==> config.mk <==
export PLATFORM = sky130hd
export DESIGN_NAME = reg_status_file
export DESIGN_NICKNAME = d
export VERILOG_FILES = /design/src/rtl/reg_status_file_pkg.sv /design/src/rtl/rsf_read_port.sv /design/src/rtl/reg_status_file.sv
export SDC_FILE = /design/constraint.sdc
export NUM_CORES = 2
export LEC_CHECK = 0
export BUFFER_PORTS_ARGS = -buffer_cell sky130_fd_sc_hd__clkbuf_2
export CAP_MARGIN = 40
export CELL_PAD_IN_SITES_DETAIL_PLACEMENT = 1
export CELL_PAD_IN_SITES_GLOBAL_PLACEMENT = 2
export CORE_MARGIN = 3
export CORE_UTILIZATION = 45
export DETAILED_ROUTE_END_ITERATION = 10
export GPL_ROUTABILITY_DRIVEN = 0
export PLACE_DENSITY_LB_ADDON = 0.3
export SLEW_MARGIN = 20
export SYNTH_ARGS = -nofsm -noshare
export SYNTH_HDL_FRONTEND = slang
export SYNTH_HIERARCHICAL = 1
export SYNTH_SLANG_ARGS = --single-unit
==> constraint.sdc <==
create_clock -name clk_in -period 6 [get_ports clk_in]
set_input_delay 0.6 -clock clk_in [delete_from_list [all_inputs] [get_ports clk_in]]
set_output_delay 0.6 -clock clk_in [all_outputs]
set_load 0.1 [all_outputs]
==> src/rtl/reg_status_file_pkg.sv <==
// Shared defaults and zero constants for the register/status file slice.
package reg_status_file_pkg;

    localparam int unsigned XLEN_DEFAULT  = 32;
    localparam int unsigned NREG_DEFAULT  = 32;
    localparam int unsigned ROB_W_DEFAULT = 4;

    // Zero constants; size-cast at the point of use to the local widths.
    localparam int unsigned REG_ZERO  = 0;
    localparam int unsigned DATA_ZERO = 0;
    localparam int unsigned TAG_ZERO  = 0;

endpackage

==> src/rtl/rsf_read_port.sv <==
// One operand read port: commit bypass for the value, then
// flush > rename > commit-clear > table priority for busy/tag.
module rsf_read_port
    import reg_status_file_pkg::*;
#(
    parameter int unsigned XLEN  = XLEN_DEFAULT,
    parameter int unsigned REG_W = 5,
    parameter int unsigned ROB_W = ROB_W_DEFAULT,
    parameter int unsigned NCP   = 1
) (
    input  logic [REG_W-1:0]      rs_in,
    input  logic [XLEN-1:0]       tbl_val_in,
    input  logic                  tbl_busy_in,
    input  logic [ROB_W-1:0]      tbl_tag_in,
    input  logic                  flush_in,
    input  logic                  rn_en_in,
    input  logic [REG_W-1:0]      rn_rd_in,
    input  logic [ROB_W-1:0]      rn_tag_in,
    input  logic [NCP-1:0]        cm_en_in,
    input  logic [NCP*REG_W-1:0]  cm_rd_in,
    input  logic [NCP*XLEN-1:0]   cm_val_in,
    input  logic [NCP*ROB_W-1:0]  cm_tag_in,
    output logic [XLEN-1:0]       v_out,
    output logic [ROB_W-1:0]      q_out,
    output logic                  q_busy_out
);

    logic rs_live;
    logic cm_clr;

    // Resolve operand value and rename status for this port.
    always_comb begin
        rs_live    = (rs_in != REG_W'(REG_ZERO));
        v_out      = tbl_val_in;
        cm_clr     = 1'b0;
        q_busy_out = 1'b0;
        q_out      = ROB_W'(TAG_ZERO);

        // Ascending scan: the youngest matching commit lands last.
        for (int unsigned k = 0; k < NCP; k++) begin
            if (rs_live && cm_en_in[k] && (cm_rd_in[k*REG_W +: REG_W] == rs_in)) begin
                v_out = cm_val_in[k*XLEN +: XLEN];
                if (cm_tag_in[k*ROB_W +: ROB_W] == tbl_tag_in) begin
                    cm_clr = 1'b1;
                end
            end
        end

        if (!rs_live) begin
            v_out = XLEN'(DATA_ZERO);
        end

        if (flush_in) begin
            q_busy_out = 1'b0;
        end else if (rs_live && rn_en_in && (rn_rd_in == rs_in)) begin
            q_busy_out = 1'b1;
            q_out      = rn_tag_in;
        end else if (cm_clr) begin
            q_busy_out = 1'b0;
        end else if (rs_live && tbl_busy_in) begin
            q_busy_out = 1'b1;
            q_out      = tbl_tag_in;
        end
    end

endmodule

==> src/rtl/reg_status_file.sv <==
// Architectural register file with per-register busy bit and ROB tag.
// Holds the arrays, merges commits, applies rename/flush, and fans out
// NRP combinational read ports.
module reg_status_file
    import reg_status_file_pkg::*;
#(
    parameter int unsigned XLEN  = XLEN_DEFAULT,
    parameter int unsigned NREG  = NREG_DEFAULT,
    parameter int unsigned ROB_W = ROB_W_DEFAULT,
    parameter int unsigned NRP   = 2,
    parameter int unsigned NCP   = 1,
    localparam int unsigned REG_W = $clog2(NREG)
) (
    input  logic                  clk_in,
    input  logic                  rst_n_in,
    input  logic                  rdy_in,
    input  logic                  rn_en_in,
    input  logic [REG_W-1:0]      rn_rd_in,
    input  logic [ROB_W-1:0]      rn_tag_in,
    input  logic [NRP*REG_W-1:0]  rs_in,
    output logic [NRP*XLEN-1:0]   v_out,
    output logic [NRP*ROB_W-1:0]  q_out,
    output logic [NRP-1:0]        q_busy_out,
    input  logic [NCP-1:0]        cm_en_in,
    input  logic [NCP*REG_W-1:0]  cm_rd_in,
    input  logic [NCP*XLEN-1:0]   cm_val_in,
    input  logic [NCP*ROB_W-1:0]  cm_tag_in,
    input  logic                  flush_in
);

    logic [XLEN-1:0]  val_q  [NREG];
    logic             busy_q [NREG];
    logic [ROB_W-1:0] tag_q  [NREG];
    logic [NREG-1:0]  clr;
    logic             rn_live;

    // Per-register busy-clear request from any commit carrying the live tag.
    always_comb begin
        clr     = '0;
        rn_live = rn_en_in && (rn_rd_in != REG_W'(REG_ZERO));
        for (int unsigned r = 0; r < NREG; r++) begin
            for (int unsigned k = 0; k < NCP; k++) begin
                if (cm_en_in[k] && (cm_rd_in[k*REG_W +: REG_W] == REG_W'(r)) &&
                    (cm_tag_in[k*ROB_W +: ROB_W] == tag_q[r])) begin
                    clr[r] = 1'b1;
                end
            end
        end
    end

    // Array update: commits write values, then flush/rename/clear on status.
    always_ff @(posedge clk_in or negedge rst_n_in) begin
        if (!rst_n_in) begin
            for (int unsigned r = 0; r < NREG; r++) begin
                val_q[r]  <= '0;
                busy_q[r] <= 1'b0;
                tag_q[r]  <= '0;
            end
        end else if (rdy_in) begin
            // Ascending port order so the youngest colliding commit wins.
            for (int unsigned k = 0; k < NCP; k++) begin
                if (cm_en_in[k] && (cm_rd_in[k*REG_W +: REG_W] != REG_W'(REG_ZERO))) begin
                    val_q[cm_rd_in[k*REG_W +: REG_W]] <= cm_val_in[k*XLEN +: XLEN];
                end
            end
            for (int unsigned r = 0; r < NREG; r++) begin
                if (flush_in) begin
                    busy_q[r] <= 1'b0;
                    tag_q[r]  <= '0;
                end else if (rn_live && (rn_rd_in == REG_W'(r))) begin
                    busy_q[r] <= 1'b1;
                    tag_q[r]  <= rn_tag_in;
                end else if (clr[r]) begin
                    busy_q[r] <= 1'b0;
                end
            end
        end
    end

    for (genvar p = 0; p < NRP; p++) begin : g_rp
        logic [REG_W-1:0] rs_w;
        assign rs_w = rs_in[p*REG_W +: REG_W];

        rsf_read_port #(
            .XLEN  (XLEN),
            .REG_W (REG_W),
            .ROB_W (ROB_W),
            .NCP   (NCP)
        ) u_rp (
            .rs_in       (rs_w),
            .tbl_val_in  (val_q[rs_w]),
            .tbl_busy_in (busy_q[rs_w]),
            .tbl_tag_in  (tag_q[rs_w]),
            .flush_in    (flush_in),
            .rn_en_in    (rn_en_in),
            .rn_rd_in    (rn_rd_in),
            .rn_tag_in   (rn_tag_in),
            .cm_en_in    (cm_en_in),
            .cm_rd_in    (cm_rd_in),
            .cm_val_in   (cm_val_in),
            .cm_tag_in   (cm_tag_in),
            .v_out       (v_out[p*XLEN +: XLEN]),
            .q_out       (q_out[p*ROB_W +: ROB_W]),
            .q_busy_out  (q_busy_out[p])
        );
    end

endmodule

# --- After elaboration in Yosys (flattened, before gate mapping) ---
# Cells that the tools add are included.
totals:
  inputBits: 66
  wordCells: 684
  register_bits: 1184
  out_inout_bits: 74
classes:
  mux: 237
  bitwise_logic: 3
  n_reduce_logical: 244
  n_lt_le_gt_ge: 4
  n_eq_ne: 100
op_table:
  columns: ["op", "n"]
  rows:
  - ["bitwise mux 1024 bit", 1]
  - ["binary-select mux 32 bit (select 5 bit)", 2]
  - ["two-way mux 4 bit", 76]
  - ["two-way mux 32 bit", 9]
  - ["demux 32 bit (select 5 bit)", 1]
  - ["== test 5 bit (second input constant)", 32]
  - ["two-way mux 1 bit", 144]
  - ["== test 4 bit", 34]
  - ["AND reduction 2 bit", 65]
  - ["logical AND 1 bit", 109]
  - ["nonzero test 3 bit", 32]
  - ["== test 5 x 4 -> 1 bit (second input constant)", 16]
  - ["nonzero test 2 bit", 32]
  - ["binary-select mux 4 bit (select 5 bit)", 2]
  - ["== test 5 x 3 -> 1 bit (second input constant)", 8]
  - ["== test 5 x 2 -> 1 bit (second input constant)", 4]
  - ["== test 5 bit", 4]
  - ["nonzero test 5 bit", 4]
  - [">= comparator 6 bit (second input constant)", 3]
  - ["NOT 5 -> 6 bit", 3]
  - ["binary-select mux 1 bit (select 5 bit)", 2]
  - ["== test 5 x 1 -> 1 bit (second input constant)", 2]
  - ["logical NOT 5 bit", 2]
  - ["< comparator 6 x 1 -> 1 bit (second input constant)", 1]

# --- Depth between registers and ports, before layout ---
depth:
  depth_word: 10
  mapped_depth: 12
  mapped_depth_nobuf: 9

# --- Hierarchy ---
# Netlist, hierarchy kept.
by_module_without_submodules:
  columns: ["module", "instances", "seq_area_each_um2", "area_each_um2", "cells_per_inst"]
  rows:
  - ["reg_status_file", 1, 29628.4, 65999.5, 5721]
  - ["rsf_read_port", 2, 0.0, 994.7, 150]

# --- Worst setup path after synthesis ---
# Ideal clock, no wire load.
synth_path:
  path_kind: "in2out"
  from: "in rs_in[6]"
  to: "out q_out[4]"
  slack_ps: 1735
  cell_stages: 12
  arrival_time_ps: 3665
  n_path_buf: 4
  cell_sequence: "buf_2 > buf_2 > buf_2 > buf_2 > mux2i_1 > a22oi_1 > a31oi_1 > nand3_1 > xnor2_1 > nand4_1 > nor4b_2 > o22ai_1"
synth_between:
  elab_chain_cells: 10
synth_lines:
  columns: ["item", "line", "source"]
  rows:
  - ["start: declaration", "reg_status_file.sv:20", "input logic [NRP*REG_W-1:0] rs_in,"]
  - ["NOT 5 -> 6 bit (not written as such)", "reg_status_file.sv:92, reg_status_file.sv:93", null]
  - ["binary-select mux 4 bit (select 5 bit)", "reg_status_file.sv:93", ".tbl_tag_in (tag_q[rs_w]),"]
  - ["two-way mux 4 bit (not written as such) (2 in series)", "reg_status_file.sv:93", null]
  - ["== test 4 bit", "rsf_read_port.sv:43", "if (cm_tag_in[k*ROB_W +: ROB_W] == tbl_tag_in) begin"]
  - ["two-way mux 1 bit", "rsf_read_port.sv:43", null]
  - ["two-way mux 1 bit", "rsf_read_port.sv:41", "if (rs_live && cm_en_in[k] && (cm_rd_in[k*REG_W +: REG_W] == rs_in)) begin"]
  - ["two-way mux 4 bit", "rsf_read_port.sv:58", "end else if (cm_clr) begin"]
  - ["two-way mux 4 bit *", "rsf_read_port.sv:55", "end else if (rs_live && rn_en_in && (rn_rd_in == rs_in)) begin"]
  - ["two-way mux 4 bit *", "rsf_read_port.sv:53", "if (flush_in) begin"]
  - ["end: declaration", "reg_status_file.sv:22", "output logic [NRP*ROB_W-1:0] q_out,"]
# Every way passes the cells marked *; elsewhere a longest branch is shown, timed or not. The select of a mux whose other input is x is not followed.

# --- Worst setup path after layout ---
layout_path:
  from: "in rs_in[5]"
  to: "out q_out[4]"
# The elaborated chain is that of the path after synthesis.

==> metrics.txt <==
Final Hold Viols=0; IO Port Bufs=139; Initial DRC Count=roughly 4.0k; WL/cell=31.7 um; FF+latch count, synth=between 1k and 1.5k; gr ovfl total=0; Post-Route WL=roughly 250000 um; Root Driver=clkbuf_16; hpwl dp=about 150000 um; Worst Path Buf+Inv=3; Die Area=156000 sq um; most numerous cell in the Yosys netlist=mux2i_1; Crit-path slowest cell=nor4b_2; initial antenna violation count=13; Ys Warns=6; Sink Count=1184; Power per Cell Area=302 nW/um^2; fin crit share=0.795; Synth area leaders=dfrtp_1 (44%), mux2i_1 (18%), mux2_2 (17%); Ports=140; clock slew at reported path FFs=60 ps; vias in the first global route=53.4k; Post-Synthesis Cells=6021; Register Area=29600 sq um; die height=~390 um; Core ar.=150000 sq um; unrepaired setup endpoints after global routing=false; largest net degree at the start of global routing=167; cell family with the largest share of critical-path delay=simple AND/OR/NAND/NOR gates; DRT Pass-1 Iters=5; Slew Limit Fails=0; crit path DAT=~4200 ps; Finished Core Util=0.502; H-tree lvl count=4; final-stage net count=5930; status=complete, no violations; GRT Util Overall=0.318; Cell Chain, Critical Path=clkbuf_2 -> nor2b_4 -> buf_4 -> nand2_1 -> nand3_1 -> nand3_1 -> xnor2_1 -> nand4_1 -> nor4b_2 -> o22ai_1 -> clkbuf_2; largest fanout on the critical path=22; DRC=0; Clock Path Buffers=3; Initial Utilization=0.453; remaining antenna violation count after routing=0; most instantiated cells after synthesis=mux2i_1 (1250), dfrtp_1 (1184), mux2_2 (1015); share of cells above drive strength 1=0.265; Area growth syn-to-layout=10.7%; crit path kind=input pin to primary output; Worst path max stage delay=around 720 ps; Synth Area per Inst=11.3 sq um; Hold WC Path Type=input pin to flop; clock latency at the later pin of the worst-skew pair=780 ps; vias post-DR=50.9k; Post-CTS Hold Buffers=1; Lkg Pwr=about 36 nW; CTS tree=built; area leader, netlist=dfrtp_1; MaxCap Viol Count=0; multi-input logic area=between 30000 and 40000 sq um; Post-Syn Area=about 70000 sq um; CP required=5400 ps; post-CTS setup buffer count=0; num rows=about 140; ys flop type=dfrtp_1; Num CTS Buffers=approximately 140; final setup fails=0; syn_nets=6087; Relative slew margins=0.244; IR drop worst, VDD=between 0.3 and 0.4 mV; vias per std cell=6.38; Worst Skew=12.9 ps; global-route wire length before repair=371000 um; FFs w/ async S/R, synth=1.00; Slew @ Worst Pin=1130 ps; Netlist cell types=57; fmax=between 0.2 and 0.25 GHz; Fillers=15.7k; EDFF count, synth=0; min Tclk post-route=between 4000 and 5000 ps; die width=roughly 390 um; Synth top area share=0.436; register area share after synthesis=0.436; Setup TNS Final=0 ps; PostCTS Resize Cnt=0; CP Capture Type=primary output; critical path launch point type=input pin
[cell type report]
type	instances	area share
Clock inverter	42	0.00695
Timing Repair Buffer	273	0.0341
Multi-Input combinational cell	4189	0.474
Clock buffer	195	0.0535
Tap cell	2016	0.0335
Antenna cell	7	0.000233
Inverter	77	0.00384
Sequential cell	1184	0.394
[final timing paths]
| kind | start | slack [ps] | depth (start not counted) | to |
|---|---|---|---|---|
| max | rs_in[5] | 1230 | 11 | q_out[4] |
| min | rdy_in | 340 | 2 | tag_q[115] |
| max reg2reg | tag_q[122] | 3980 | 4 | busy_q[30] |
| min reg2reg | val_q[1010] | 400 | 0 | val_q[1010] |
| max in group asynchronous | rst_n_in | 4020 | 3 | val_q[77] |
| min in group asynchronous | rst_n_in | 380 | 2 | val_q[248] |
[layout by cell type, fill, tap and decap left out, drive strengths merged, types with 2 or more instances in the layout]
cell,synthesis,layout
a211oi,8,8
a21boi,4,4
a21oi,255,255
a22o,158,158
a22oi,222,222
a31oi,77,77
a32o,11,11
and2,8,8
and3,2,2
buf,359,135
bufinv,0,10
clkbuf,208,332
clkinv,0,24
clkinvlp,0,4
dfrtp,1184,1184
diode,0,7
inv,77,81
mux2,1020,1020
mux2i,1250,1250
nand2,431,431
nand2b,15,15
nand3,241,241
nand3b,5,5
nand4,18,18
nor2,35,35
nor2b,12,12
nor3,90,90
nor3b,2,2
nor4,27,27
nor4b,3,3
o211ai,4,4
o21ai,115,115
o22ai,10,10
o31ai,3,3
or2,3,3
or4b,2,2
xnor2,79,79
xor2,77,77
[power by group]
group / switching (mW) / internal, mW / leakage [nW]
logic: 2.52 / 1.77 / 17.8
clock network: 3.54 / 5.09 / 2.24
registers: 0.831 / 8.97 / 15.8
[flip-flops by register name, indices dropped and copies added, names as in the netlist]
signal / flops
val_q: 1024
tag_q: 128
busy_q: 32
[metal layers]
metal  wire length [um]  vias up  global-route usage
met3              15100      529              0.0532
met1             111000    27114               0.430
met4              10300       10               0.123
met2             117000     1662               0.511
li1                   -    21603                   -
met5                 66        -                   0
[metrics by stage]
stage	power (mW)	hold WS, ps	instance area, sq um	instances	worst slack [ps]
after floorplan	12.8	304	68000	6021	1730
after global placement	13.9	384	70000	7706	1210
after detailed placement	14.1	390	70600	7732	1320
after CTS	22.8	288	75100	7970	1310
after global routing	23.6	317	75200	7976	1080
final	22.7	338	75300	7983	1230
[cell families after synthesis]
kind of cell,count (synthesis),share of synthesized area
flops,1184,0.436
xor+xnor,156,0.0201
buf+inv,648,0.0436
compound gates,867,0.0849
simple gates,896,0.0627
mux,2270,0.353
(Power assumes the default switching activity.)
